File: src/rtl/tomasulo_pkg.sv
// Shared Tomasulo types: operand/tag widths, add/sub opcodes, and the
// reservation-station entry state and payload.
package tomasulo_pkg;

   localparam int DEPTH = 3;
   localparam int DW    = 8;
   localparam int TW    = 3;

   localparam logic [3:0] FUNC_ADD = 4'b0000;
   localparam logic [3:0] FUNC_SUB = 4'b0001;

   typedef enum logic [1:0] {
      FREE,
      WAIT,
      READY,
      EXEC
   } rs_state_e;

   typedef struct packed {
      logic [3:0]    func;
      logic [3:0]    rd;
      logic [TW-1:0] rob;
      logic [DW-1:0] s1_val;
      logic [TW-1:0] s1_tag;
      logic          s1_rdy;
      logic [DW-1:0] s2_val;
      logic [TW-1:0] s2_tag;
      logic          s2_rdy;
   } rs_entry_t;

endpackage

File: src/rtl/rs_entry.sv
// One reservation-station slot: its FREE/WAIT/READY/EXEC lifecycle,
// operand capture at issue, and CDB snooping for pending operands.
module rs_entry
   import tomasulo_pkg::*;
(
   input  logic          clk_i,
   input  logic          rst_i,
   input  logic          alloc_i,
   input  rs_entry_t     alloc_data_i,
   input  logic          cdb_valid_i,
   input  logic [TW-1:0] cdb_tag_i,
   input  logic [DW-1:0] cdb_data_i,
   input  logic          dispatch_i,
   input  logic          done_i,
   output rs_state_e     state_o,
   output rs_state_e     state_next_o,
   output logic [3:0]    func_o,
   output logic [3:0]    rd_o,
   output logic [TW-1:0] rob_o,
   output logic [DW-1:0] s1_val_o,
   output logic [DW-1:0] s2_val_o
);

   rs_state_e state_q, state_d;
   rs_entry_t data_q, data_d;
   logic      snoop;

   always_comb begin
      state_d = state_q;
      data_d  = data_q;
      snoop   = 1'b0;
      case (state_q)
         FREE: begin
            if (alloc_i) begin
               data_d  = alloc_data_i;
               state_d = WAIT;
               snoop   = 1'b1;
            end
         end
         WAIT:  snoop = 1'b1;
         READY: if (dispatch_i) state_d = EXEC;
         EXEC:  if (done_i) state_d = FREE;
      endcase

      // A freshly issued entry snoops too, so a same-cycle broadcast is not lost.
      if (snoop && cdb_valid_i) begin
         if (!data_d.s1_rdy && (data_d.s1_tag == cdb_tag_i)) begin
            data_d.s1_val = cdb_data_i;
            data_d.s1_rdy = 1'b1;
         end
         if (!data_d.s2_rdy && (data_d.s2_tag == cdb_tag_i)) begin
            data_d.s2_val = cdb_data_i;
            data_d.s2_rdy = 1'b1;
         end
      end

      if ((state_d == WAIT) && data_d.s1_rdy && data_d.s2_rdy) begin
         state_d = READY;
      end
   end

   always_ff @(posedge clk_i) begin
      if (rst_i) begin
         state_q <= FREE;
         data_q  <= '0;
      end else begin
         state_q <= state_d;
         data_q  <= data_d;
      end
   end

   assign state_o      = state_q;
   assign state_next_o = state_d;
   assign func_o       = data_q.func;
   assign rd_o         = data_q.rd;
   assign rob_o        = data_q.rob;
   assign s1_val_o     = data_q.s1_val;
   assign s2_val_o     = data_q.s2_val;

endmodule

File: src/rtl/add_rs_dispatch.sv
// Three-entry add/sub reservation station: lowest-free issue, lowest-ready
// dispatch into a registered valid/ready payload, freed on exec completion.
module add_rs_dispatch
   import tomasulo_pkg::*;
(
   input  logic          clk1,
   input  logic          rst,
   input  logic          iss_valid,
   output logic          iss_ready,
   input  logic [3:0]    iss_func,
   input  logic [3:0]    iss_rd,
   input  logic [TW-1:0] iss_rob,
   input  logic          iss_s1_rdy,
   input  logic          iss_s2_rdy,
   input  logic [DW-1:0] iss_s1_val,
   input  logic [DW-1:0] iss_s2_val,
   input  logic [TW-1:0] iss_s1_tag,
   input  logic [TW-1:0] iss_s2_tag,
   input  logic          cdb_valid,
   input  logic [TW-1:0] cdb_tag,
   input  logic [DW-1:0] cdb_data,
   output logic          ex_b,
   input  logic          ex_ready,
   output logic [DW-1:0] rs1_data,
   output logic [DW-1:0] rs2_data,
   output logic [3:0]    func,
   output logic [3:0]    rd,
   output logic [TW-1:0] rob_ind,
   output logic [2:0]    rs_index,
   input  logic          ex_done,
   input  logic [2:0]    ex_done_idx,
   output logic [1:0]    occ
);

   rs_state_e        ent_state   [DEPTH];
   rs_state_e        ent_state_d [DEPTH];
   logic [3:0]       ent_func    [DEPTH];
   logic [3:0]       ent_rd      [DEPTH];
   logic [TW-1:0]    ent_rob     [DEPTH];
   logic [DW-1:0]    ent_s1      [DEPTH];
   logic [DW-1:0]    ent_s2      [DEPTH];
   logic [DEPTH-1:0] alloc, dispatch, done;
   logic             found_free, found_rdy, can_load;
   rs_entry_t        iss_entry;

   logic          ex_b_q, ex_b_d;
   logic [DW-1:0] rs1_q, rs1_d, rs2_q, rs2_d;
   logic [3:0]    func_q, func_d, rd_q, rd_d;
   logic [TW-1:0] rob_q, rob_d;
   logic [2:0]    idx_q, idx_d;
   logic [1:0]    occ_q, occ_d;
   logic          iss_ready_q, iss_ready_d;

   always_comb begin
      iss_entry        = '0;
      iss_entry.func   = iss_func;
      iss_entry.rd     = iss_rd;
      iss_entry.rob    = iss_rob;
      iss_entry.s1_val = iss_s1_val;
      iss_entry.s1_tag = iss_s1_tag;
      iss_entry.s1_rdy = iss_s1_rdy;
      iss_entry.s2_val = iss_s2_val;
      iss_entry.s2_tag = iss_s2_tag;
      iss_entry.s2_rdy = iss_s2_rdy;
   end

   for (genvar g = 0; g < DEPTH; g++) begin : g_entry
      rs_entry u_entry (
         .clk_i        (clk1),
         .rst_i        (rst),
         .alloc_i      (alloc[g]),
         .alloc_data_i (iss_entry),
         .cdb_valid_i  (cdb_valid),
         .cdb_tag_i    (cdb_tag),
         .cdb_data_i   (cdb_data),
         .dispatch_i   (dispatch[g]),
         .done_i       (done[g]),
         .state_o      (ent_state[g]),
         .state_next_o (ent_state_d[g]),
         .func_o       (ent_func[g]),
         .rd_o         (ent_rd[g]),
         .rob_o        (ent_rob[g]),
         .s1_val_o     (ent_s1[g]),
         .s2_val_o     (ent_s2[g])
      );
   end

   // The payload register may reload whenever it is empty or being consumed.
   always_comb begin
      alloc      = '0;
      dispatch   = '0;
      done       = '0;
      found_free = 1'b0;
      found_rdy  = 1'b0;
      can_load   = !ex_b_q || ex_ready;
      ex_b_d     = ex_b_q;
      rs1_d      = rs1_q;
      rs2_d      = rs2_q;
      func_d     = func_q;
      rd_d       = rd_q;
      rob_d      = rob_q;
      idx_d      = idx_q;
      if (ex_b_q && ex_ready) begin
         ex_b_d = 1'b0;
      end
      for (int i = 0; i < DEPTH; i++) begin
         done[i] = ex_done && (ex_done_idx == 3'(i));
         if (!found_free && (ent_state[i] == FREE)) begin
            found_free = 1'b1;
            alloc[i]   = iss_valid && iss_ready_q;
         end
         if (!found_rdy && can_load && (ent_state[i] == READY)) begin
            found_rdy   = 1'b1;
            dispatch[i] = 1'b1;
            ex_b_d      = 1'b1;
            rs1_d       = ent_s1[i];
            rs2_d       = ent_s2[i];
            func_d      = ent_func[i];
            rd_d        = ent_rd[i];
            rob_d       = ent_rob[i];
            idx_d       = 3'(i);
         end
      end
   end

   always_comb begin
      occ_d = '0;
      for (int i = 0; i < DEPTH; i++) begin
         if (ent_state_d[i] != FREE) begin
            occ_d = occ_d + 2'd1;
         end
      end
      iss_ready_d = (occ_d != 2'(DEPTH));
   end

   always_ff @(posedge clk1) begin
      if (rst) begin
         ex_b_q      <= 1'b0;
         rs1_q       <= '0;
         rs2_q       <= '0;
         func_q      <= FUNC_ADD;
         rd_q        <= '0;
         rob_q       <= '0;
         idx_q       <= '0;
         occ_q       <= '0;
         iss_ready_q <= 1'b1;
      end else begin
         ex_b_q      <= ex_b_d;
         rs1_q       <= rs1_d;
         rs2_q       <= rs2_d;
         func_q      <= func_d;
         rd_q        <= rd_d;
         rob_q       <= rob_d;
         idx_q       <= idx_d;
         occ_q       <= occ_d;
         iss_ready_q <= iss_ready_d;
      end
   end

   assign ex_b      = ex_b_q;
   assign rs1_data  = rs1_q;
   assign rs2_data  = rs2_q;
   assign func      = func_q;
   assign rd        = rd_q;
   assign rob_ind   = rob_q;
   assign rs_index  = idx_q;
   assign occ       = occ_q;
   assign iss_ready = iss_ready_q;

endmodule

File: config.mk
export PLATFORM = sky130hd
export DESIGN_NAME = add_rs_dispatch
export DESIGN_NICKNAME = d
export VERILOG_FILES = /design/src/rtl/tomasulo_pkg.sv /design/src/rtl/rs_entry.sv /design/src/rtl/add_rs_dispatch.sv
export SDC_FILE = /design/constraint.sdc
export NUM_CORES = 1
export LEC_CHECK = 0
export CAP_MARGIN = 20
export CORE_MARGIN = 2
export CORE_UTILIZATION = 35
export DETAILED_ROUTE_END_ITERATION = 10
export MAX_ROUTING_LAYER = met4
export PLACE_DENSITY = 0.57
export SYNTH_ARGS = -nofsm -noshare
export SYNTH_HDL_FRONTEND = slang
export SYNTH_SLANG_ARGS = --single-unit
export TNS_END_PERCENT = 10
File: constraint.sdc
create_clock -name clk1 -period 2.15 [get_ports clk1]
set_input_delay 0.645 -clock clk1 [delete_from_list [all_inputs] [get_ports clk1]]
set_output_delay 0.645 -clock clk1 [all_outputs]
set_load 0.005 [all_outputs]
==> impl_summary.log <==
[metrics] H-tree Lvls: 4
[metrics] DRT iter0 DRCs: 648
[metrics] Die H: between 100 and 150 um
[metrics] cell with the largest stage delay on the worst path: sky130_fd_sc_hd__or4_4
[metrics] detailed-placement wirelength estimate: approximately 14000 um
[metrics] sequence of cells on the critical path: clkdlybuf4s15_2 > xor2_1 > or4_4 > a21boi_4 > buf_6 > nand4b_4 > a311oi_1
[metrics] DP Worst Slack: -744 ps
[metrics] post-route setup slack: 0.948 ps
[metrics] Worst path max stage delay: 520 ps
[metrics] number of enable flip-flop cells after synthesis: 0
[metrics] worst hold slack across all endpoints: about 450 ps
[metrics] worst r2r src: iss_ready$_SDFF_PP1_
[metrics] share of layout cells above drive strength 1: approximately a fifth
[metrics] final RePlAce weighted congestion: around 0.86
[metrics] Max Freq: around 470 MHz
[metrics] power share of the combinational group: 25.2%
[metrics] sequential share of power: approximately 37%
[metrics] synth-to-layout area growth: 40.8%
[metrics] CTS tree: built
[metrics] number of standard-cell rows in the floorplan: 50
[metrics] Die Span X: approximately 140 um
[metrics] Distinct cells, synth: 65
[metrics] cells taking the most area after synthesis: sky130_fd_sc_hd__dfxtp_1 44%, sky130_fd_sc_hd__nand2_1 14%, sky130_fd_sc_hd__a21oi_1 8.3%
[metrics] CP endpoint kind: flop
[metrics] net count of the finished layout: approximately 1000
[metrics] CTS Buf Count: 17
[metrics] vias post-DR: between 6000 and 7000
[metrics] run status: complete, no violations
[metrics] asr flop ratio synth: 0%
[metrics] total core area: 18600 um2
[metrics] CP Launch Type: primary input
[metrics] synthesized netlist cell count: a little over 800
[metrics] # placed instances: 1168
[metrics] Period minus WS final: 2150 ps
[metrics] HP Class: reg2reg
[metrics] maximum buffer depth of the clock tree: 2
[metrics] io pins: between 80 and 90
[metrics] power density relative to cell area: 894 nW/um2
[metrics] largest net degree at the start of global routing: 53
[metrics] area of the die: 20000 um2
[metrics] number of detailed-route iterations in the first pass: 7
[metrics] WL per Instance: between 15 and 20 um
[metrics] worst IR drop on VDD: about 560 uV
[metrics] post-synthesis sequential area ratio: between 40% and 50%
[metrics] most used flip-flop cell after synthesis: sky130_fd_sc_hd__dfxtp_1
[metrics] port buffer count: 87
[metrics] vias per inst: 5.36
[metrics] DRC Markers: 0
[metrics] clock network fraction of total power: between 30 and 40%
[metrics] unrepaired setup endpoints after global routing: true
[metrics] library cell with the highest instance count after synthesis: sky130_fd_sc_hd__nand2_1
[metrics] number of sinks on the clock net: roughly 140
[metrics] # setup viols final: 0
[metrics] number of failing hold endpoints at the final stage: 0
[metrics] area of the mapped netlist: 6600 um2
[metrics] start point of the worst hold path: rs1_data[1]$_SDFFE_PP0P_
[metrics] Root Buffer Master: sky130_fd_sc_hd__clkbuf_16
[metrics] via count of the first global-routing pass: approximately 6400
[metrics] GRT Overall Usage: between 20 and 25%
[metrics] clock latency reported for the late side of the worst-skew pair: 430 ps
[metrics] antenna violation net count after detailed routing: 0
[metrics] largest area contributor in the synthesized netlist: sky130_fd_sc_hd__dfxtp_1
[metrics] Post-Syn Nets: just under 900
[metrics] residual overflow from global routing: 0
[metrics] number of antenna violations at the first check in global routing: 0
[metrics] antenna diode instance count: 0
[metrics] switching share of power: between 20 and 30%
[metrics] final slew viol count: 0
[metrics] final clock period utilization by the worst path: 100%
[metrics] critical path data arrival time: approximately 2500 ps
[metrics] Switching Power: about 2.5 mW
[metrics] area share of the leading cell type in the synthesized netlist: a little over two fifths
[metrics] internal power contribution: slightly below 6 mW
[metrics] synthesized area per cell: 8.09 um2
[metrics] leakage power: approximately 3.3 nW
[metrics] wire length of the first global-routing pass: between 30000 and 40000 um
[metrics] count of state elements after synthesis: about 140
[metrics] top post-synthesis cells by count: 240 x sky130_fd_sc_hd__nand2_1, 144 x sky130_fd_sc_hd__dfxtp_1, 109 x sky130_fd_sc_hd__a21oi_1
[metrics] Initial Utilization: around 36%
[metrics] Warnings, synthesis: 0
[metrics] Setup Crit Path Kind: in2reg
[metrics] skew final: 10.9 ps
[metrics] required time of the critical path: 2480 ps
[metrics] Cell Count, Final, Fillers Out: around 1200
[metrics] post-detailed-routing wire length: ~21000 um
[metrics] highest fanout seen on the critical path: 8
[metrics] max-capacitance violation count: 0
[metrics] CTS clk-pin slew, worst paths: around 60 ps
[metrics] launch point of the worst path: cdb_tag[1]
## layout make-up
cell class,count,area [um2]
inverters,8,33.8
flip-flops and latches,144,2890
fillers,1776,9280
clock buffers,23,488
repair buffers,187,1790
clock inverters,9,129
well taps,234,293
multi-input cells,604,3670
## layer usage
layer | global-route usage, % | share of wire, % | vias to the layer above | wire, um
met1 | 28.2 | 46 | 3081 | 9880
met3 | 4.15 | 4.5 | 25 | 954
met2 | 35.6 | 48 | 188 | 10200
met4 | 6.68 | 1.5 | 0 | 311
li1 | - | - | 3187 | -
met5 | - | 0 | - | 0
## critical path: cells and delay by family
family | cells | cell delay [ps]
compound gates | 2 | 540
xor+xnor | 1 | 220
simple gates | 2 | 690
buf+inv | 2 | 390
## worst paths after layout
kind / depth (start not counted) / slack [ps] / end
worst max-delay path: 7 / 0.9 / g_entry[1].u_entry.s1_val_o[7]$_SDFF_PP0_
worst max register to register: 6 / 100 / g_entry[1].u_entry.s1_val_o[7]$_SDFF_PP0_
worst min-delay path: 2 / 450 / rs1_data[1]$_SDFFE_PP0P_
worst min register to register: 2 / 450 / rs1_data[1]$_SDFFE_PP0P_
## cells in the final DEF, fill, tap and decap left out, types with 5 or more instances in the layout
master	netlist	final
sky130_fd_sc_hd__a211oi_2	0	8
sky130_fd_sc_hd__a21o_1	17	16
sky130_fd_sc_hd__a21oi_1	109	108
sky130_fd_sc_hd__a222oi_1	27	27
sky130_fd_sc_hd__a311oi_1	31	30
sky130_fd_sc_hd__buf_12	0	10
sky130_fd_sc_hd__buf_4	3	84
sky130_fd_sc_hd__buf_6	7	5
sky130_fd_sc_hd__clkbuf_16	0	18
sky130_fd_sc_hd__clkdlybuf4s50_1	0	76
sky130_fd_sc_hd__dfxtp_1	144	141
sky130_fd_sc_hd__inv_1	8	6
sky130_fd_sc_hd__mux2i_1	6	5
sky130_fd_sc_hd__nand2_1	240	240
sky130_fd_sc_hd__nand3_1	9	8
sky130_fd_sc_hd__nor2_1	44	40
sky130_fd_sc_hd__nor2b_1	10	9
sky130_fd_sc_hd__o21ai_0	12	6
sky130_fd_sc_hd__o21ai_1	1	5
sky130_fd_sc_hd__xnor2_1	9	7
sky130_fd_sc_hd__xor2_1	6	6
## power groups by stage
stage	Clock (mW)	Sequential (mW)	Combinational [mW]
after floorplan	0	3.12	1.07
after global placement	0	3.15	1.91
after detailed placement	0	3.15	1.92
after CTS	3.16	3.10	2.01
after global routing	3.29	3.14	2.27
final	3.11	3.11	2.10
## sequential cells by signal, indices dropped and copies added, names as in the netlist, 8 cells and up
register                  cells
g_entry.u_entry.s1_val_o     24
rs1_data                      8
g_entry.u_entry.rob_o         9
g_entry.u_entry.s2_val_o     24
g_entry.u_entry.func_o       12
g_entry.u_entry.data_q       24
g_entry.u_entry.rd_o         12
rs2_data                      8
## cell families after synthesis
kind of cell	after synthesis	synth area share, %
AOI/OAI and AO/OA	234	24.9
xor gates and xnor gates	15	1.99
adders and majority gates	2	0.379
buffers and inverters	69	4.98
DFF	144	43.7
muxes	9	1.55
other	1	0.0568
and+or+nand+nor	342	22.5
## stage by stage
stage	power [mW]	area, um2	utilization [%]	setup TNS (ps)
global placement	5.06	8330	44.8	-53360
floorplan	4.19	6610	-	-39.8
finish	8.31	9300	50.0	0
CTS	8.27	9080	48.9	-26.5
detailed placement	5.07	8330	44.8	-54340
global route	8.71	9300	50.0	-29.7
## repair_timing
| item | 4_1_cts | 5_1_grt |
|---|---|---|
| gates cloned | 1 | 1 |
| setup endpoints to repair | 60 | 57 |
| buffers inserted | 3 | 4 |
| gates resized for setup | 31 | 43 |
| pin swaps | 7 | 9 |
| hold buffers | 0 | 0 |
(Power assumes the default switching activity.)
